### config.mk
export PLATFORM = sky130hd
export DESIGN_NAME = ssd_scan_arbiter
export DESIGN_NICKNAME = d
export VERILOG_FILES = /design/src/rtl/ssd_scan_arbiter.sv
export SDC_FILE = /design/constraint.sdc
export NUM_CORES = 1
export LEC_CHECK = 0
export ABC_CLOCK_PERIOD_IN_PS = 3700
export CAP_MARGIN = 20
export CORE_ASPECT_RATIO = 0.6
export CORE_UTILIZATION = 30
export DETAILED_ROUTE_END_ITERATION = 6
export DONT_BUFFER_PORTS = 1
export GPL_TIMING_DRIVEN = 0
export PLACE_DENSITY = 0.44
export SLEW_MARGIN = 20
export SYNTH_ARGS = -nofsm -noshare
export SYNTH_HDL_FRONTEND = slang
export SYNTH_SLANG_ARGS = --single-unit
### constraint.sdc
create_clock -name clk -period 3.7 [get_ports clk]
set_input_delay 0.925 -clock clk [delete_from_list [all_inputs] [get_ports clk]]
set_output_delay 0.925 -clock clk [all_outputs]
set_load 0.01 [all_outputs]
### src/rtl/ssd_scan_arbiter.sv
// ssd_scan_arbiter: four-digit common-anode seven-segment scan controller
// shared between two requesters. Ownership is arbitrated only at frame
// boundaries. The owner's value is snapshotted once per frame. Each digit
// slot ends with an all-anodes-off gap to suppress ghosting.
//
// Ports
//   clk      system clock
//   rst      asynchronous active-low reset
//   req0/1   ownership requests, held high while wanted
//   val0/1   16-bit values, four hex nibbles (digit i = bits 4i+3:4i)
//   gnt0/1   registered ownership grants
//   en_mask  per-digit enable, sampled every cycle
//   seg      segments abcdefg, active-low, registered
//   an       anodes an[3:0], active-low, registered, at most one low
module ssd_scan_arbiter #(
  parameter int unsigned DIGIT_CYCLES = 65536,
  parameter int unsigned BLANK_CYCLES = 1024
) (
  input  logic        clk,
  input  logic        rst,
  input  logic        req0,
  input  logic [15:0] val0,
  input  logic        req1,
  input  logic [15:0] val1,
  output logic        gnt0,
  output logic        gnt1,
  input  logic [3:0]  en_mask,
  output logic [6:0]  seg,
  output logic [3:0]  an
);

  localparam int unsigned CW          = (DIGIT_CYCLES > 2) ? $clog2(DIGIT_CYCLES) : 1;
  localparam int unsigned SHOW_CYCLES = DIGIT_CYCLES - BLANK_CYCLES;
  localparam logic [CW-1:0] CNT_LAST  = CW'(DIGIT_CYCLES - 1);

  typedef enum logic [1:0] {
    NONE = 2'd0,
    OWN0 = 2'd1,
    OWN1 = 2'd2
  } owner_t;

  owner_t        owner_q, owner_d;
  logic          last_q, last_d;       // last owner: 0 = requester 0, 1 = requester 1
  logic [1:0]    d_q, d_d;
  logic [CW-1:0] cnt_q, cnt_d;
  logic [15:0]   frame_q, frame_d;
  logic [3:0]    an_d;
  logic [6:0]    seg_d;
  logic          gnt0_d, gnt1_d;
  logic          slot_end, boundary, show, lit;
  logic [3:0]    nib;

  // Hex nibble to active-low abcdefg pattern
  function automatic logic [6:0] hex7(input logic [3:0] n);
    case (n)
      4'h0: hex7 = 7'b0000001;
      4'h1: hex7 = 7'b1001111;
      4'h2: hex7 = 7'b0010010;
      4'h3: hex7 = 7'b0000110;
      4'h4: hex7 = 7'b1001100;
      4'h5: hex7 = 7'b0100100;
      4'h6: hex7 = 7'b0100000;
      4'h7: hex7 = 7'b0001111;
      4'h8: hex7 = 7'b0000000;
      4'h9: hex7 = 7'b0000100;
      4'hA: hex7 = 7'b0001000;
      4'hB: hex7 = 7'b1100000;
      4'hC: hex7 = 7'b0110001;
      4'hD: hex7 = 7'b1000010;
      4'hE: hex7 = 7'b0110000;
      default: hex7 = 7'b0111000;
    endcase
  endfunction

  // State and registered outputs
  always_ff @(posedge clk or negedge rst) begin
    if (!rst) begin
      owner_q <= NONE;
      last_q  <= 1'b1;
      d_q     <= 2'd0;
      cnt_q   <= '0;
      frame_q <= 16'h0000;
      an      <= 4'hF;
      seg     <= 7'h7F;
      gnt0    <= 1'b0;
      gnt1    <= 1'b0;
    end else begin
      owner_q <= owner_d;
      last_q  <= last_d;
      d_q     <= d_d;
      cnt_q   <= cnt_d;
      frame_q <= frame_d;
      an      <= an_d;
      seg     <= seg_d;
      gnt0    <= gnt0_d;
      gnt1    <= gnt1_d;
    end
  end

  // Scan sequencing, arbitration at frame boundary, next output values
  always_comb begin
    owner_d  = owner_q;
    last_d   = last_q;
    frame_d  = frame_q;
    cnt_d    = cnt_q + CW'(1);
    d_d      = d_q;
    slot_end = (cnt_q == CNT_LAST);
    boundary = slot_end && (d_q == 2'd3);

    if (slot_end) begin
      cnt_d = '0;
      d_d   = d_q + 2'd1;
    end

    if (boundary) begin
      case (owner_q)
        NONE: begin
          if (req0 && req1) owner_d = last_q ? OWN0 : OWN1;
          else if (req0)    owner_d = OWN0;
          else if (req1)    owner_d = OWN1;
          else              owner_d = NONE;
        end
        OWN0: begin
          if (req0)      owner_d = OWN0;
          else if (req1) owner_d = OWN1;
          else           owner_d = NONE;
        end
        OWN1: begin
          if (req1)      owner_d = OWN1;
          else if (req0) owner_d = OWN0;
          else           owner_d = NONE;
        end
        default: owner_d = NONE;
      endcase

      if (owner_d == OWN0) begin
        frame_d = val0;
        last_d  = 1'b0;
      end else if (owner_d == OWN1) begin
        frame_d = val1;
        last_d  = 1'b1;
      end
    end

    // Outputs are computed from next state so seg/an/gnt move together on one edge
    show   = (32'(cnt_d) < SHOW_CYCLES);
    lit    = show && (owner_d != NONE) && en_mask[d_d];
    nib    = 4'(frame_d >> {d_d, 2'b00});
    an_d   = lit ? ~(4'b0001 << d_d) : 4'hF;
    seg_d  = lit ? hex7(nib) : 7'h7F;
    gnt0_d = (owner_d == OWN0);
    gnt1_d = (owner_d == OWN1);
  end

endmodule

==> flow_metrics.env, run 1 <==
export IMPL_cts_root_buf="clkbuf_16"
export IMPL_final_common_cell="dfrtp_1"
export IMPL_postCtsHoldBufs=0
export IMPL_wl_per_cell_um=17.38
export IMPL_fin_crit_sh_pct=93.43
export IMPL_cts_max_level=2
export IMPL_async_reset_ff_share_pct=100.0
export IMPL_critPathBufInv=4
export IMPL_drive_above_1_share_pct=13.88
export IMPL_clock_latency_ps=290
export IMPL_dieArea_um2=9946
export IMPL_yosysWarnings=0
export IMPL_port_buffers=0
export IMPL_fp_dieW_um=128.1
export IMPL_cpPeakStageDelay_ps=290
export IMPL_vias=2318
export IMPL_fin_nets=366
export IMPL_start_util_pct=31.03
export IMPL_slew_headroom_pct=61.66
export IMPL_cts_reportedPaths_clkPinSlew_ps=70
export IMPL_final_util_pct=34.93
export IMPL_die_h_um=77.65
export IMPL_pwr_density_cell_nw_per_um2=318.8
export IMPL_grt_pass1_vias=2158
export IMPL_period_needed_ps=3457
export IMPL_numCtsBuffers=5
export IMPL_hold_viol=0
export IMPL_maxCapViolCount=0
export IMPL_fin_total_pwr_w=0.001027
export IMPL_critPathRequiredTime_ps=3920
export IMPL_hold_class="primary input to async pin"
export IMPL_grt_ovfl_total=0
export IMPL_syn_inst=304
export IMPL_synth_edf_count=0
export IMPL_setup_violations=0
export IMPL_arrival_ps=3680
export IMPL_critical_path_top_delay_family="buffers and inverters"
export IMPL_grt_pass1_wl_mm=12.25
export IMPL_cp_common_cell="o22ai_1"
export IMPL_diodes=0
export IMPL_synth_fp_nets=354
export IMPL_status="complete, but fails checks"
export IMPL_postLayoutCellArea_um2=3222
export IMPL_areaGrowthSynthToFinish_pct=12.59
export IMPL_core_um2=9223
export IMPL_worstMarginPinSlew_ps=573.9
export IMPL_holdWs_ps=325.9
export IMPL_crit_type="primary input to flop"
export IMPL_end_kind="flop"
export IMPL_viasPerCell=5.186
export IMPL_crit_path_start_kind="primary input"
export IMPL_syn_area_um2=2861
export IMPL_fmax_mhz=289.3
export IMPL_pin_count=53
export IMPL_crit_fanout=10
export IMPL_hpwl_mm=5.736
export IMPL_leakage_nw=1.420
export IMPL_drcViolationCount=2
export IMPL_ys_types=50
export IMPL_slowest_stage="mux2_1"
export IMPL_drv_slew=0
export IMPL_tritoncts="built"
export IMPL_dr_first_iter_drc_count=174
export IMPL_grt_max_degree=51
export IMPL_synth_flop_cell="dfrtp_1"
export IMPL_place_area_um2=3024
export IMPL_ys_seq_area_share_pct=44.25
export IMPL_fin_setup_tns_ps=0
export IMPL_crit_chain="o22ai_1 > nand2_1 > inv_1 > ha_1 > clkbuf_2 > clkbuf_2 > o22ai_1 > a21oi_1 > o22ai_1 > nor2_4 > inv_1 > ha_1 > mux2_1 > mux2i_1 > nand2_1"
export IMPL_final_cell_mix="38 x dfrtp_1, 25 x nand2_1, 24 x o22ai_1"
export IMPL_violations="design-rule violations"
export IMPL_skew_ps=8.222
export IMPL_rsz0062_at_grt="false"
export IMPL_grt_usage_pct=16.36
export IMPL_ys_ff_latch=50
export IMPL_clock_sinks=50
export IMPL_clock_path_buffers=2
export IMPL_final_antenna_net_count=0
export IMPL_synth_area_per_cell_um2=9.413
export IMPL_drt_pass1_iter_count=6
export IMPL_peakVddDrop_uv=156.7
export IMPL_antenna_found_initial=0
export IMPL_wl_mm=7.771
export IMPL_core_rowCount=27
export IMPL_gp_congestion=0.7897
[through the flow]
| step | cells | worst slack, ps |
|---|---|---|
| finish | 447 | 243.1 |
| global route | 447 | 38.13 |
| floorplan | 304 | 312.6 |
| CTS | 445 | 0.2114 |
| global placement | 434 | -458.2 |
| detailed placement | 434 | -473.2 |
[layout make-up]
cell class              instances  area, µm²
plain buffers                  11      67.56
clock inverters                 3      16.27
clock buffers                   5      125.1
well taps                     130      162.7
multi-input cells             224       1471
flip-flops and latches         50       1266
fillers                       973       6001
repair buffers                  6      45.04
inverters                      18      67.56
[synthesized netlist by cell type, types with 5 or more instances]
master / n / area (µm²)
nor3_1: 5 / 25.02
and2_1: 7 / 43.79
nand2b_1: 8 / 50.05
o22ai_1: 24 / 150.1
dfstp_2: 12 / 315.3
a21oi_1: 16 / 80.08
ha_1: 10 / 125.1
inv_1: 15 / 56.30
mux2i_1: 9 / 90.09
dfrtp_1: 38 / 950.9
nand2_1: 25 / 93.84
nor2_1: 21 / 78.83
o221ai_1: 5 / 43.79
xor2_1: 9 / 78.83
a32oi_1: 7 / 61.31
clkbuf_1: 5 / 18.77
buf_4: 6 / 45.04
nand4_1: 8 / 50.05
o21ai_0: 6 / 30.03
nand3_1: 15 / 75.07
nor2b_1: 6 / 37.54
[power by group]
part	switching (W)	internal, W	total, W
clock network	0.000208	0.000248	0.000455
registers	0.00000432	0.000556	0.000560
logic	0.00000553	0.00000603	0.0000116
[metal layers]
metal  GRT usage (%)  wire [µm]  up-vias
li1                -          -     1130
met1           26.93       4443     1109
met2           20.38       2803       74
met3           3.586        468        5
met4           4.235         56        0
met5               0          0        -
[sequential cells by signal (all words and copies together) (netlist names)]
signal and flops:
last_q 1, cnt_q 16, an 4, seg 7, d_q 2, frame_q 16, gnt0 1, owner_q 2
gnt1 1
[kinds of logic (layout without fill, tap and decap cells)]
logic type | after synthesis | count (layout) | share of synthesized area [%]
buffers and inverters | 30 | 43 | 4.766
and+or+nand+nor | 115 | 115 | 21.73
AOI/OAI and AO/OA | 76 | 76 | 17.36
adders and majority gates | 10 | 10 | 4.373
xor gates and xnor gates | 13 | 13 | 3.979
DFF | 50 | 50 | 44.25
muxes | 10 | 10 | 3.542
[final timing paths]
kind | start | to | slack, ps | depth (start not counted)
setup / recovery | req0 | seg[3] | 240 | 15
max in group asynchronous | rst | an[2] | 3180 | 0
hold reg to reg | cnt_q[0] | cnt_q[0] | 480 | 1
min in group clk | cnt_q[0] | cnt_q[0] | 480 | 1
setup reg to reg | owner_q[1] | seg[3] | 390 | 16
hold / removal | rst | frame_q[13] | 330 | 0
[repair_timing]
action	in CTS	in global routing
endpoints found under the setup margin	2	4
setup buffers	3	3
resized for setup	1	4
pin swaps	1	1
(Power assumes the default switching activity.)
==> inputs of run 2 (changes only) <==
- ABC_CLOCK_PERIOD_IN_PS: 3700 -> 4000
- CORE_UTILIZATION: 30 -> 37
- PLACE_DENSITY: 0.44 -> unset
- PLACE_DENSITY_LB_ADDON: unset -> 0.1
- clock period: 3.7 -> 4 ns (I/O delays scaled with it)
==> run 2 against run 1 <==
  * The run now ends clean
  * Flip-flop and latch count is the same
  * Global-route usage grew 3.5 points
  * Design area shrank 0.97%
  * Count of clock-buffer cells in the layout grew 3
  * Core utilization grew 8.4 points
  * Critical path depth is the same
  * Sequential share of layout area grew 0.39 points
  * Clock power grew 14%
  * Routed wire length shrank 6.0%
  * Final cell count shrank 6.7%
  * Largest power group unchanged
==> flow_metrics.env, run 2 (synthesis results as in run 1) <==
export IMPL_status="finished, final reports clean"
export IMPL_grt_ovfl_total=0
export IMPL_core_rowCount=24
export IMPL_crit_type="primary input to flop"
export IMPL_clock_path_buffers=2
export IMPL_fin_cells=417
export IMPL_critPathBufInv=5
export IMPL_fin_setup_tns_ps=0
export IMPL_leakage_nw=1.421
export IMPL_fin_nets=362
export IMPL_hpwl_mm=5.340
export IMPL_crit_cells=15
export IMPL_grt_pass1_wl_mm=11.96
export IMPL_dieArea_um2=8101
export IMPL_worst_r2r_path_depth=13
export IMPL_maxCapViolCount=0
export IMPL_final_antenna_net_count=0
export IMPL_areaGrowthSynthToFinish_pct=11.50
export IMPL_slowest_stage="clkbuf_1"
export IMPL_skew_ps=4.257
export IMPL_setup_violations=0
export IMPL_switching_power_w=0.0002029
export IMPL_drt_pass1_iter_count=5
export IMPL_fillers=721
export IMPL_ff2ff_setup_slack_ps=510
export IMPL_pwr_density_cell_nw_per_um2=328.5
export IMPL_die_h_um=70.12
export IMPL_fmax_mhz=276.4
export IMPL_switching_share_pct=19.36
export IMPL_vias=2316
export IMPL_dr_first_iter_drc_count=148
export IMPL_peakVddDrop_uv=170.1
export IMPL_wl_mm=7.306
export IMPL_crit_fanout=10
export IMPL_fp_dieW_um=115.5
export IMPL_arrival_ps=3850
export IMPL_crit_chain="o22ai_1 > nand2_1 > inv_1 > ha_1 > clkbuf_1 > inv_1 > clkbuf_1 > a21oi_1 > o22ai_1 > nor2_2 > inv_1 > ha_1 > mux2_1 > mux2i_1 > nand2_1"
export IMPL_wl_per_cell_um=17.52
export IMPL_final_common_cell="dfrtp_1"
export IMPL_numCtsBuffers=5
export IMPL_slew_headroom_pct=50.66
export IMPL_grt_max_degree=51
export IMPL_critical_path_top_delay_family="buffers and inverters"
export IMPL_hold_viol=0
export IMPL_antenna_found_initial=0
export IMPL_pin_count=53
export IMPL_p_seq_share_pct=49.5
export IMPL_dp_cells=408
export IMPL_r2r_end="seg[3]"
export IMPL_drcViolationCount=0
export IMPL_rsz0062_at_grt="false"
export IMPL_final_util_pct=43.37
export IMPL_fin_total_pwr_w=0.001048
export IMPL_fin_crit_sh_pct=90.45
export IMPL_drive_above_1_share_pct=12.46
export IMPL_grt_usage_pct=19.90
export IMPL_cp_common_cell="inv_1"
export IMPL_cts_reportedPaths_clkPinSlew_ps=70
export IMPL_hold_class="primary input to async pin"
export IMPL_p_int_w=0.0008453
export IMPL_period_needed_ps=3618
export IMPL_cpPeakStageDelay_ps=400
export IMPL_clock_latency_ps=300
export IMPL_crit_path_start_kind="primary input"
export IMPL_final_cell_mix="38 x dfrtp_1, 25 x nand2_1, 24 x o22ai_1"
export IMPL_grt_pass1_vias=2200
export IMPL_end_kind="flop"
export IMPL_worstMarginPinSlew_ps=734.8
export IMPL_cts_max_level=2
export IMPL_core_um2=7357
export IMPL_r2r_start="cnt_q[0]"
export IMPL_port_buffers=0
export IMPL_viasPerCell=5.554
export IMPL_start_util_pct=38.89
export IMPL_comb_power_share_pct=1.0
export IMPL_gp_congestion=0.8216
export IMPL_clock_sinks=50
export IMPL_diodes=0
export IMPL_pwr_share_clk_pct=49.5
export IMPL_critPathRequiredTime_ps=4230
export IMPL_tritoncts="built"
export IMPL_drv_slew=0
export IMPL_reg_largest_list="cnt_q (16), frame_q (16), seg (7)"
export IMPL_cts_root_buf="clkbuf_16"
run 2: per-stage QoR:
step | hold WS [ps] | worst slack [ps] | instance area (µm²)
after global routing | 384.6 | 59.04 | 3191
after floorplan | 430.0 | 537.6 | 2861
after global placement | 454.1 | -163.5 | 2992
after detailed placement | 453.5 | -191.7 | 2992
final | 395.6 | 382.1 | 3191
after CTS | 384.9 | 117.3 | 3181
run 2: power by group through the flow:
stage | registers (W) | logic, W | clock network (W)
2_1_floorplan | 0.000527 | 0.00000838 | 0
3_3_place_gp | 0.000528 | 0.0000104 | 0
3_5_place_dp | 0.000528 | 0.0000104 | 0
4_1_cts | 0.000519 | 0.0000105 | 0.000530
5_1_grt | 0.000519 | 0.0000114 | 0.000547
6_report | 0.000519 | 0.0000105 | 0.000519
run 2: layout make-up:
type	count	area (µm²)	area share [%]
Buffer	12	71.32	2.235
Clock buffer	8	188.9	5.922
Inverter	18	67.56	2.118
Multi-Input combinational cell	224	1459	45.73
Sequential cell	50	1266	39.69
Tap cell	104	130.1	4.078
Timing Repair Buffer	1	7.507	0.2353
run 2: timing repair:
item / CTS / global route
setup endpoints to repair: 0 / 4
hold buffers: 0 / 0
setup buffers: 0 / 1
resized for setup: 0 / 4
run 2: worst max path at each step:
stage               from  slack [ps]     end
floorplan           req0         540  seg[3]
global placement    req0        -160  seg[3]
detailed placement  req0        -190  seg[3]
CTS                 req0         120  seg[3]
global route        req1          60  seg[3]
finish              req1         380  seg[3]
run 2: routing by layer:
metal | GRT usage, % | part of all wire, % | vias up | routed length (µm)
li1 | - | - | 1120 | -
met1 | 32.72 | 56 | 1113 | 4083
met2 | 24.62 | 36 | 75 | 2626
met3 | 4.514 | 7.0 | 8 | 508
met4 | 6.205 | 1.2 | 0 | 87
met5 | 0 | 0 | - | 0
